$ cat config.mk
export PLATFORM = sky130hd
export DESIGN_NAME = iq_upsampler
export DESIGN_NICKNAME = d
export VERILOG_FILES = /design/src/rtl/upsampler_pkg.sv /design/src/rtl/ups_sym_buf.sv /design/src/rtl/iq_upsampler.sv
export SDC_FILE = /design/constraint.sdc
export NUM_CORES = 1
export LEC_CHECK = 0
export BUFFER_PORTS_ARGS = -buffer_cell sky130_fd_sc_hd__buf_2
export CORE_ASPECT_RATIO = 0.75
export CORE_MARGIN = 8
export CORE_UTILIZATION = 45
export DETAILED_ROUTE_END_ITERATION = 10
export GPL_TIMING_DRIVEN = 0
export PLACE_DENSITY = 0.67
export SLEW_MARGIN = 20
export SYNTH_ARGS = -nofsm -noshare
export SYNTH_HDL_FRONTEND = slang
export SYNTH_SLANG_ARGS = --single-unit
$ cat constraint.sdc
create_clock -name clk -period 4.6 [get_ports clk]
set_clock_uncertainty 0.1 [all_clocks]
set_input_delay 0.69 -clock clk [delete_from_list [all_inputs] [get_ports clk]]
set_output_delay 0.69 -clock clk [all_outputs]
set_load 0.1 [all_outputs]
$ cat src/rtl/upsampler_pkg.sv
// Shared constants for the I/Q upsampler: per-symbol mode encodings and default sizes.
package upsampler_pkg;
  localparam logic MODE_ZERO = 1'b0;
  localparam logic MODE_HOLD = 1'b1;
  localparam int   UPS_W_DEF = 4;
  localparam int   UPS_L_DEF = 11;
endpackage

$ cat src/rtl/ups_sym_buf.sv
// One-entry {mode, I, Q} buffer: loads on in_valid && in_ready, empties on fetch.
// in_ready is the only combinational path (gated low during reset).
module ups_sym_buf import upsampler_pkg::*; #(
  parameter int W = UPS_W_DEF
) (
  input  logic                clk,
  input  logic                reset,
  input  logic                in_valid,
  output logic                in_ready,
  input  logic signed [W-1:0] in_i,
  input  logic signed [W-1:0] in_q,
  input  logic                in_mode,
  input  logic                fetch,
  output logic                full,
  output logic signed [W-1:0] buf_i,
  output logic signed [W-1:0] buf_q,
  output logic                buf_mode
);
  logic                r_full;
  logic signed [W-1:0] r_i;
  logic signed [W-1:0] r_q;
  logic                r_mode;
  logic                w_load;

  assign in_ready = !r_full && !reset;
  assign w_load   = in_valid && in_ready;

  always_ff @(posedge clk or posedge reset) begin
    if (reset) begin
      r_full <= 1'b0;
      r_i    <= '0;
      r_q    <= '0;
      r_mode <= MODE_ZERO;
    end else if (w_load) begin
      r_full <= 1'b1;
      r_i    <= in_i;
      r_q    <= in_q;
      r_mode <= in_mode;
    end else if (fetch) begin
      r_full <= 1'b0;
    end
  end

  assign full     = r_full;
  assign buf_i    = r_i;
  assign buf_q    = r_q;
  assign buf_mode = r_mode;
endmodule

$ cat src/rtl/iq_upsampler.sv
// I/Q upsampler by L: phase 0 carries the symbol, phases 1..L-1 carry zeros or repeats.
// Two-cycle latency from idle; all outputs registered except in_ready.
module iq_upsampler import upsampler_pkg::*; #(
  parameter int W  = UPS_W_DEF,
  parameter int L  = UPS_L_DEF,
  parameter int PW = $clog2(L)
) (
  input  logic                clk,
  input  logic                reset,
  input  logic                in_valid,
  output logic                in_ready,
  input  logic signed [W-1:0] in_i,
  input  logic signed [W-1:0] in_q,
  input  logic                in_mode,
  output logic                out_valid,
  input  logic                out_ready,
  output logic signed [W-1:0] out_i,
  output logic signed [W-1:0] out_q,
  output logic [PW-1:0]       out_phase,
  output logic                underrun,
  input  logic                underrun_clr
);
  generate
    if (L < 2 || L > 16) begin : g_bad_l
      $error("iq_upsampler: L must be in 2..16");
    end
  endgenerate

  logic                w_full;
  logic                w_buf_mode;
  logic signed [W-1:0] w_buf_i;
  logic signed [W-1:0] w_buf_q;
  logic                w_adv;
  logic                w_last;
  logic                w_step;
  logic                w_fetch;
  logic                w_ur_set;

  logic                r_out_valid;
  logic signed [W-1:0] r_out_i;
  logic signed [W-1:0] r_out_q;
  logic [PW-1:0]       r_phase;
  logic signed [W-1:0] r_sym_i;
  logic signed [W-1:0] r_sym_q;
  logic                r_mode;
  logic                r_underrun;

  ups_sym_buf #(.W(W)) u_buf (
    .clk      (clk),
    .reset    (reset),
    .in_valid (in_valid),
    .in_ready (in_ready),
    .in_i     (in_i),
    .in_q     (in_q),
    .in_mode  (in_mode),
    .fetch    (w_fetch),
    .full     (w_full),
    .buf_i    (w_buf_i),
    .buf_q    (w_buf_q),
    .buf_mode (w_buf_mode)
  );

  assign w_adv    = !r_out_valid || out_ready;
  assign w_last   = (r_phase == PW'(L - 1));
  assign w_step   = w_adv && r_out_valid && !w_last;
  assign w_fetch  = w_adv && !w_step && w_full;
  // Stream broke: the final phase leaves with nothing queued behind it.
  assign w_ur_set = r_out_valid && out_ready && w_last && !w_full;

  always_ff @(posedge clk or posedge reset) begin
    if (reset) begin
      r_out_valid <= 1'b0;
      r_out_i     <= '0;
      r_out_q     <= '0;
      r_phase     <= '0;
      r_sym_i     <= '0;
      r_sym_q     <= '0;
      r_mode      <= MODE_ZERO;
    end else if (w_step) begin
      r_phase <= r_phase + PW'(1);
      r_out_i <= (r_mode == MODE_HOLD) ? r_sym_i : '0;
      r_out_q <= (r_mode == MODE_HOLD) ? r_sym_q : '0;
    end else if (w_fetch) begin
      r_out_valid <= 1'b1;
      r_phase     <= '0;
      r_out_i     <= w_buf_i;
      r_out_q     <= w_buf_q;
      r_sym_i     <= w_buf_i;
      r_sym_q     <= w_buf_q;
      r_mode      <= w_buf_mode;
    end else if (w_adv) begin
      r_out_valid <= 1'b0;
      r_phase     <= '0;
    end
  end

  always_ff @(posedge clk or posedge reset) begin
    if (reset) begin
      r_underrun <= 1'b0;
    end else if (w_ur_set) begin
      r_underrun <= 1'b1;
    end else if (underrun_clr) begin
      r_underrun <= 1'b0;
    end
  end

  assign out_valid = r_out_valid;
  assign out_i     = r_out_i;
  assign out_q     = r_out_q;
  assign out_phase = r_phase;
  assign underrun  = r_underrun;
endmodule

==> results of run 1 <==
cell families (layout without fill, tap and decap cells):
family / Yosys count / after routing
simple gates: 22 / 22
compound gates: 28 / 28
fa+ha+maj: 2 / 2
mux: 19 / 19
buf+inv: 10 / 46
flops: 33 / 33
state kept, by name, summed over array words and instances, names as in the netlist, 4 cells and up:
register	flops
r_sym_i	4
out_q	4
r_sym_q	4
out_i	4
u_buf.buf_q	4
u_buf.buf_i	4
out_phase	4
worst max-delay path: stages:
cell	delay [ns]
buf_2	0.11
nor2_1	0.12
buf_2	0.45
placed cells by master (no fill, tap or decap):
cell type   n
a21boi_0    1
a21boi_4    1
a21oi_1    12
a221o_1     8
a31o_2      1
and2_1      1
and4_4      1
and4b_2     1
buf_2      31
buf_4       1
buf_6       1
clkbuf_1    4
clkbuf_8    5
dfrtp_1    33
ha_1        2
inv_1       3
inv_2       1
mux2_1      1
mux2_2     18
nand2_1    11
nand2b_1    2
nand3_1     1
nand3b_1    1
nand3b_2    1
nand4b_4    1
nor2_1      1
o21ai_0     3
o21ai_2     1
o32ai_1     1
or3b_2      1
per-stage QoR:
| stage | instance area (um2) | std cells |
|---|---|---|
| 3_3_place_gp | 1658 | 182 |
| 4_1_cts | 1738 | 190 |
| 3_5_place_dp | 1658 | 182 |
| 2_1_floorplan | 1468 | 114 |
| 6_report | 1738 | 190 |
| 5_1_grt | 1738 | 190 |
final cells by class:
type	instances	area, um2	share of cell area (%)
Sequential cell	33	825.8	47.52
Multi-Input combinational cell	71	589.3	33.91
Timing Repair Buffer	28	140.1	8.063
Clock buffer	8	80.08	4.608
Tap cell	40	50.05	2.880
Buffer	6	37.54	2.160
Inverter	4	15.01	0.8639
layer usage:
layer,vias to the layer above,part of all wire (%),wire length [um]
li1,485,-,-
met1,530,45,1421
met2,31,45,1441
met3,4,9.3,295
met4,0,0.85,27
met5,-,0,0
power groups by stage:
| stage | combinational [uW] | clock, uW | sequential [uW] |
|---|---|---|---|
| 6_report | 697 | 209 | 514 |
| 3_5_place_dp | 701 | 0 | 520 |
| 4_1_cts | 703 | 215 | 515 |
| 3_3_place_gp | 687 | 0 | 509 |
| 2_1_floorplan | 286 | 0 | 795 |
| 5_1_grt | 733 | 231 | 535 |
worst paths after layout:
check,depth (start not counted),to,start,slack [ns]
min in group clk,1,r_sym_i[2]$_DFFE_PP0P_,r_sym_i[2]$_DFFE_PP0P_,0.41
worst min register to register,1,r_sym_i[2]$_DFFE_PP0P_,r_sym_i[2]$_DFFE_PP0P_,0.41
max in group asynchronous,2,u_buf.buf_mode$_DFFE_PP0P_,reset,3.54
worst max-delay path,3,in_ready,reset,2.45
worst max register to register,5,r_sym_q[3]$_DFFE_PP0P_,out_phase[0]$_DFFE_PP0P_,2.72
worst min-delay path,2,out_phase[3]$_DFFE_PP0P_,reset,0.41
==> impl_metrics.json, run 1 <==
{
  "status": "complete, no violations",
  "slew_headroom_pct": 53.80,
  "crit_fanout": 2,
  "grt_max_degree": 34,
  "drtIter0Drc": 42,
  "antenna_found_initial": 0,
  "cp-end-kind": "output pin",
  "dp_hpwl_um": 2181,
  "die_w_um": 81.95,
  "syn_area_per_cell_um2": 12.87,
  "fin_nets": 165,
  "met2_usage_pct": 18.29,
  "setup_tns_ns": 0,
  "cp.arrival_ns": 1.36,
  "yosysTopAreaCellShare_pct": 56.27,
  "async_reset_ff_share_pct": 100.0,
  "p_per_area_mw_per_mm2": 817.1,
  "cts_resized": 0,
  "cts.sinks": 33,
  "io_pins": 29,
  "track_usage_pct": 13.32,
  "synthXorXnorAreaFrac_pct": 0,
  "ctsHoldBuffers": 0,
  "start_util_pct": 45.89,
  "drive_gt1_share_pct": 43.33,
  "p_clk_share_pct": 14.7,
  "die_y_um": 65.46,
  "use_met3_pct": 7.084,
  "synth_common_cells": "33 x dfrtp_1, 18 x mux2_2, 12 x a21oi_1",
  "syn_to_final_growth_pct": 18.41,
  "vias_per_cell": 5.526,
  "h-tree-depth": 2,
  "postLayoutCoreUtil_pct": 54.34,
  "synth_cell_types": 28,
  "rsz0062_at_grt": "false",
  "die_area_mm2": 0.005364,
  "grt_use_met1_pct": 16.88,
  "grt_busiest_layer": "met2",
  "dp_slack_ns": 2.447,
  "syn_nets": 130,
  "synth_area_leaders": "dfrtp_1 56%, mux2_2 14%, a221o_1 5.5%",
  "sequentialPowerShare_pct": 36.2,
  "fmax_mhz": 464.1,
  "dr.pass1.iters": 5,
  "antenna_cells": 0,
  "p_leak_uw": 0.0008176,
  "clock_path_buffers": 2,
  "combPwrFrac_pct": 49.0,
  "fin_ws_ns": 2.445,
  "yosysMostFrequentCell": "dfrtp_1",
  "synth_edf_count": 0,
  "cts_setup_buffers": 0,
  "clk_latency_ns": 0.29,
  "fillerInstances": 308,
  "synthAdderAreaFrac_pct": 1.705,
  "syn_area_mm2": 0.001468,
  "clk_pin_slew_worst_paths_ns": 0.06,
  "p_int_uw": 731.9,
  "finalCritPeriodShare_pct": 46.85,
  "yosys.area_share.simple_pct": 9.719,
  "p_sw_share_pct": 48.46,
  "worst_pin_slew_ns": 0.6920,
  "worst_ep_required_time_ns": 3.81,
  "critPathKind": "in -> out",
  "synth_flop_cell": "dfrtp_1",
  "grt_pass1_vias": 1048,
  "slew_viol_final": 0,
  "gp_congestion": 0.8074,
  "synth_top_area_cell": "dfrtp_1",
  "grt_pass1_wl_um": 5216,
  "min_period_ns": 2.155,
  "cts_tree": "yes",
  "drc": 0,
  "p_switching_uw": 688.1,
  "synth_top_family_by_area": "multiplexers",
  "vias": 1050,
  "grt-ovfl-total": 0,
  "min_path_type": "in -> async",
  "setup_violations": 0,
  "wl_per_cell_um": 16.76,
  "rows": 18,
  "cap_violations": 0,
  "synthMuxAreaShare_pct": 14.58,
  "synthCells": 114,
  "cts_made_buffers": 5,
  "yosysSeqAreaShare_pct": 56.27,
  "synth_compound_area_share_pct": 14.15,
  "core_mm2": 0.003198,
  "portBuffers": 28,
  "p_total_uw": 1420,
  "clock-root-buffer": "clkbuf_8",
  "ant_nets": 0,
  "ys_seq_elements": 33,
  "whs_ns": 0.4064,
  "drt_wl_total_um": 3185,
  "crit_path_start_kind": "input pin",
  "yosys_warnings": 0,
  "vdd_drop_max_mv": 0.3227,
  "hold_viol": 0
}
No activity file was read; power rests on OpenSTA's default activity.
==> run 2, diff against run 1 <==
==> constraint.sdc (replaced) <==
create_clock -name clk -period 2 [get_ports clk]
set_clock_uncertainty 0.1 [all_clocks]
set_input_delay 0.3 -clock clk [delete_from_list [all_inputs] [get_ports clk]]
set_output_delay 0.3 -clock clk [all_outputs]
set_load 0.1 [all_outputs]
==> run 2 against run 1 <==
Compared with the run above:
- worst hold slack worse by 0.37 ns
- wire length fell by 3.9%
- die area unchanged
- register-to-register slack worse by 2.6 ns
- final cell count did not move
- combinational power up 130%
- sequential power rose by 130%
- sequential share of layout area is essentially flat
- critical endpoint is now r_sym_q[1]$_DFFE_PP0P_
==> impl_metrics.json, run 2 (same netlist as run 1, synthesis figures left out) <==
{
  "io_pins": 29,
  "finalCritPeriodShare_pct": 92.71,
  "crit_start": "out_phase[0]$_DFFE_PP0P_",
  "start_util_pct": 45.89,
  "dr.pass1.iters": 4,
  "crit_fanout": 9,
  "min_period_ns": 1.854,
  "slew_headroom_pct": 55.86,
  "crit_path_start_kind": "flip-flop",
  "track_usage_pct": 12.81,
  "fmax_mhz": 539.3,
  "drive_gt1_share_pct": 48.00,
  "clock-root-buffer": "clkbuf_8",
  "gp_congestion": 0.8072,
  "p_per_area_mw_per_mm2": 1867,
  "drc": 0,
  "p_leak_uw": 0.0008177,
  "r2r_cells": 5,
  "slew_viol_final": 0,
  "cts_tree": "yes",
  "die_area_mm2": 0.005364,
  "cts_setup_buffers": 0,
  "multi_input_area_um2": 596.8,
  "cp.arrival_ns": 1.93,
  "r2r-start": "out_phase[0]$_DFFE_PP0P_",
  "vdd_drop_max_mv": 0.7906,
  "clk_latency_ns": 0.28,
  "h-tree-depth": 2,
  "cts_resized": 0,
  "worst_ep_required_time_ns": 2.07,
  "grt_max_degree": 34,
  "seq_area_um2": 833.3,
  "worst_pin_slew_ns": 0.6612,
  "vias_per_cell": 5.432,
  "p_total_uw": 3278,
  "antenna_found_initial": 0,
  "cap_violations": 0,
  "cp_slowest_cell": "dfrtp_2",
  "postLayoutCoreUtil_pct": 54.89,
  "hold_viol": 0,
  "cp.buffers_inverters": 1,
  "ctsHoldBuffers": 0,
  "wl_per_cell_um": 16.11,
  "setup_tns_ns": 0,
  "core_mm2": 0.003198,
  "critPathKind": "reg -> reg",
  "rsz0062_at_grt": "false",
  "r2r-end": "r_sym_q[1]$_DFFE_PP0P_",
  "die_y_um": 65.46,
  "grt_pass1_vias": 1117,
  "clock_path_buffers": 2,
  "cp-end-kind": "flip-flop",
  "min_path_type": "in -> async",
  "vias": 1032,
  "cts_made_buffers": 5,
  "syn_to_final_growth_pct": 19.61,
  "rows": 18,
  "fillerInstances": 282,
  "antenna_cells": 0,
  "path_cells": "inv_1, ha_1, nand4b_4, a21boi_4, mux2_2",
  "die_w_um": 81.95,
  "reg2reg_setup_slack_ns": 0.15,
  "dp_hpwl_um": 2161,
  "status": "complete, no violations",
  "grt-ovfl-total": 0,
  "grt_pass1_wl_um": 5195,
  "max_stage_delay_ns": 0.44,
  "critPathTopFamily": "flip-flops",
  "ant_nets": 0,
  "portBuffers": 28,
  "cts.sinks": 33,
  "layout_common_cells": "31 x buf_2, 29 x dfrtp_1, 18 x mux2_2, 12 x a21oi_1, 11 x nand2_1",
  "clk_pin_slew_worst_paths_ns": 0.07,
  "final_common_cell": "buf_2",
  "setup_violations": 0,
  "fin_nets": 165,
  "drtIter0Drc": 49,
  "drt_wl_total_um": 3060
}
-- run 2: cell count changes in the layout (fill, tap and decap cells not counted) --
cell / delta
clkbuf_1: -2
clkinv_2: +2
dfrtp_1: -4
dfrtp_2: +3
dfrtp_4: +1
nor2_1: -1
nor2_4: +1
-- run 2: through the flow --
step / cell area [um2] / hold WS, ns / cells / setup slack [ns]
6_report: 1755 / 0.03218 / 190 / 0.1458
5_1_grt: 1755 / 0.09643 / 190 / 0.04379
4_1_cts: 1755 / 0.06956 / 190 / 0.1483
3_5_place_dp: 1673 / 0.3748 / 182 / 0.1453
3_3_place_gp: 1673 / 0.3726 / 182 / 0.1838
2_1_floorplan: 1483 / 0.3054 / 114 / 0.02551
-- run 2: worst max-delay path by stage --
stage	end	slack, ns	cells past startpoint
global route	r_sym_q[1]$_DFFE_PP0P_	0.04	5
CTS	r_sym_q[1]$_DFFE_PP0P_	0.15	5
detailed placement	r_sym_q[1]$_DFFE_PP0P_	0.15	5
global placement	r_sym_i[1]$_DFFE_PP0P_	0.18	5
floorplan	r_mode$_DFFE_PP0P_	0.03	5
finish	r_sym_q[1]$_DFFE_PP0P_	0.15	5
-- run 2: power breakdown --
part	switching (uW)	internal, uW
sequential	224	973
clock	240	241
combinational	1120	478
-- run 2: layout make-up --
| cell class | instances | share of cell area (%) |
|---|---|---|
| timing repair buffer | 28 | 7.983 |
| clock buffer | 6 | 4.134 |
| multi-input combinational | 71 | 34.00 |
| sequential | 33 | 47.47 |
| inverter | 4 | 0.8553 |
| buffer | 6 | 2.138 |
| clock inverter | 2 | 0.5702 |
| tap | 40 | 2.851 |
-- run 2: layer usage --
| metal | global-route usage (%) | wire [um] | vias up |
|---|---|---|---|
| li1 | - | - | 487 |
| met1 | 14.85 | 1309 | 511 |
| met2 | 19.67 | 1445 | 29 |
| met3 | 6.403 | 265 | 5 |
| met4 | 5.240 | 40 | 0 |
| met5 | 0 | 0 | - |
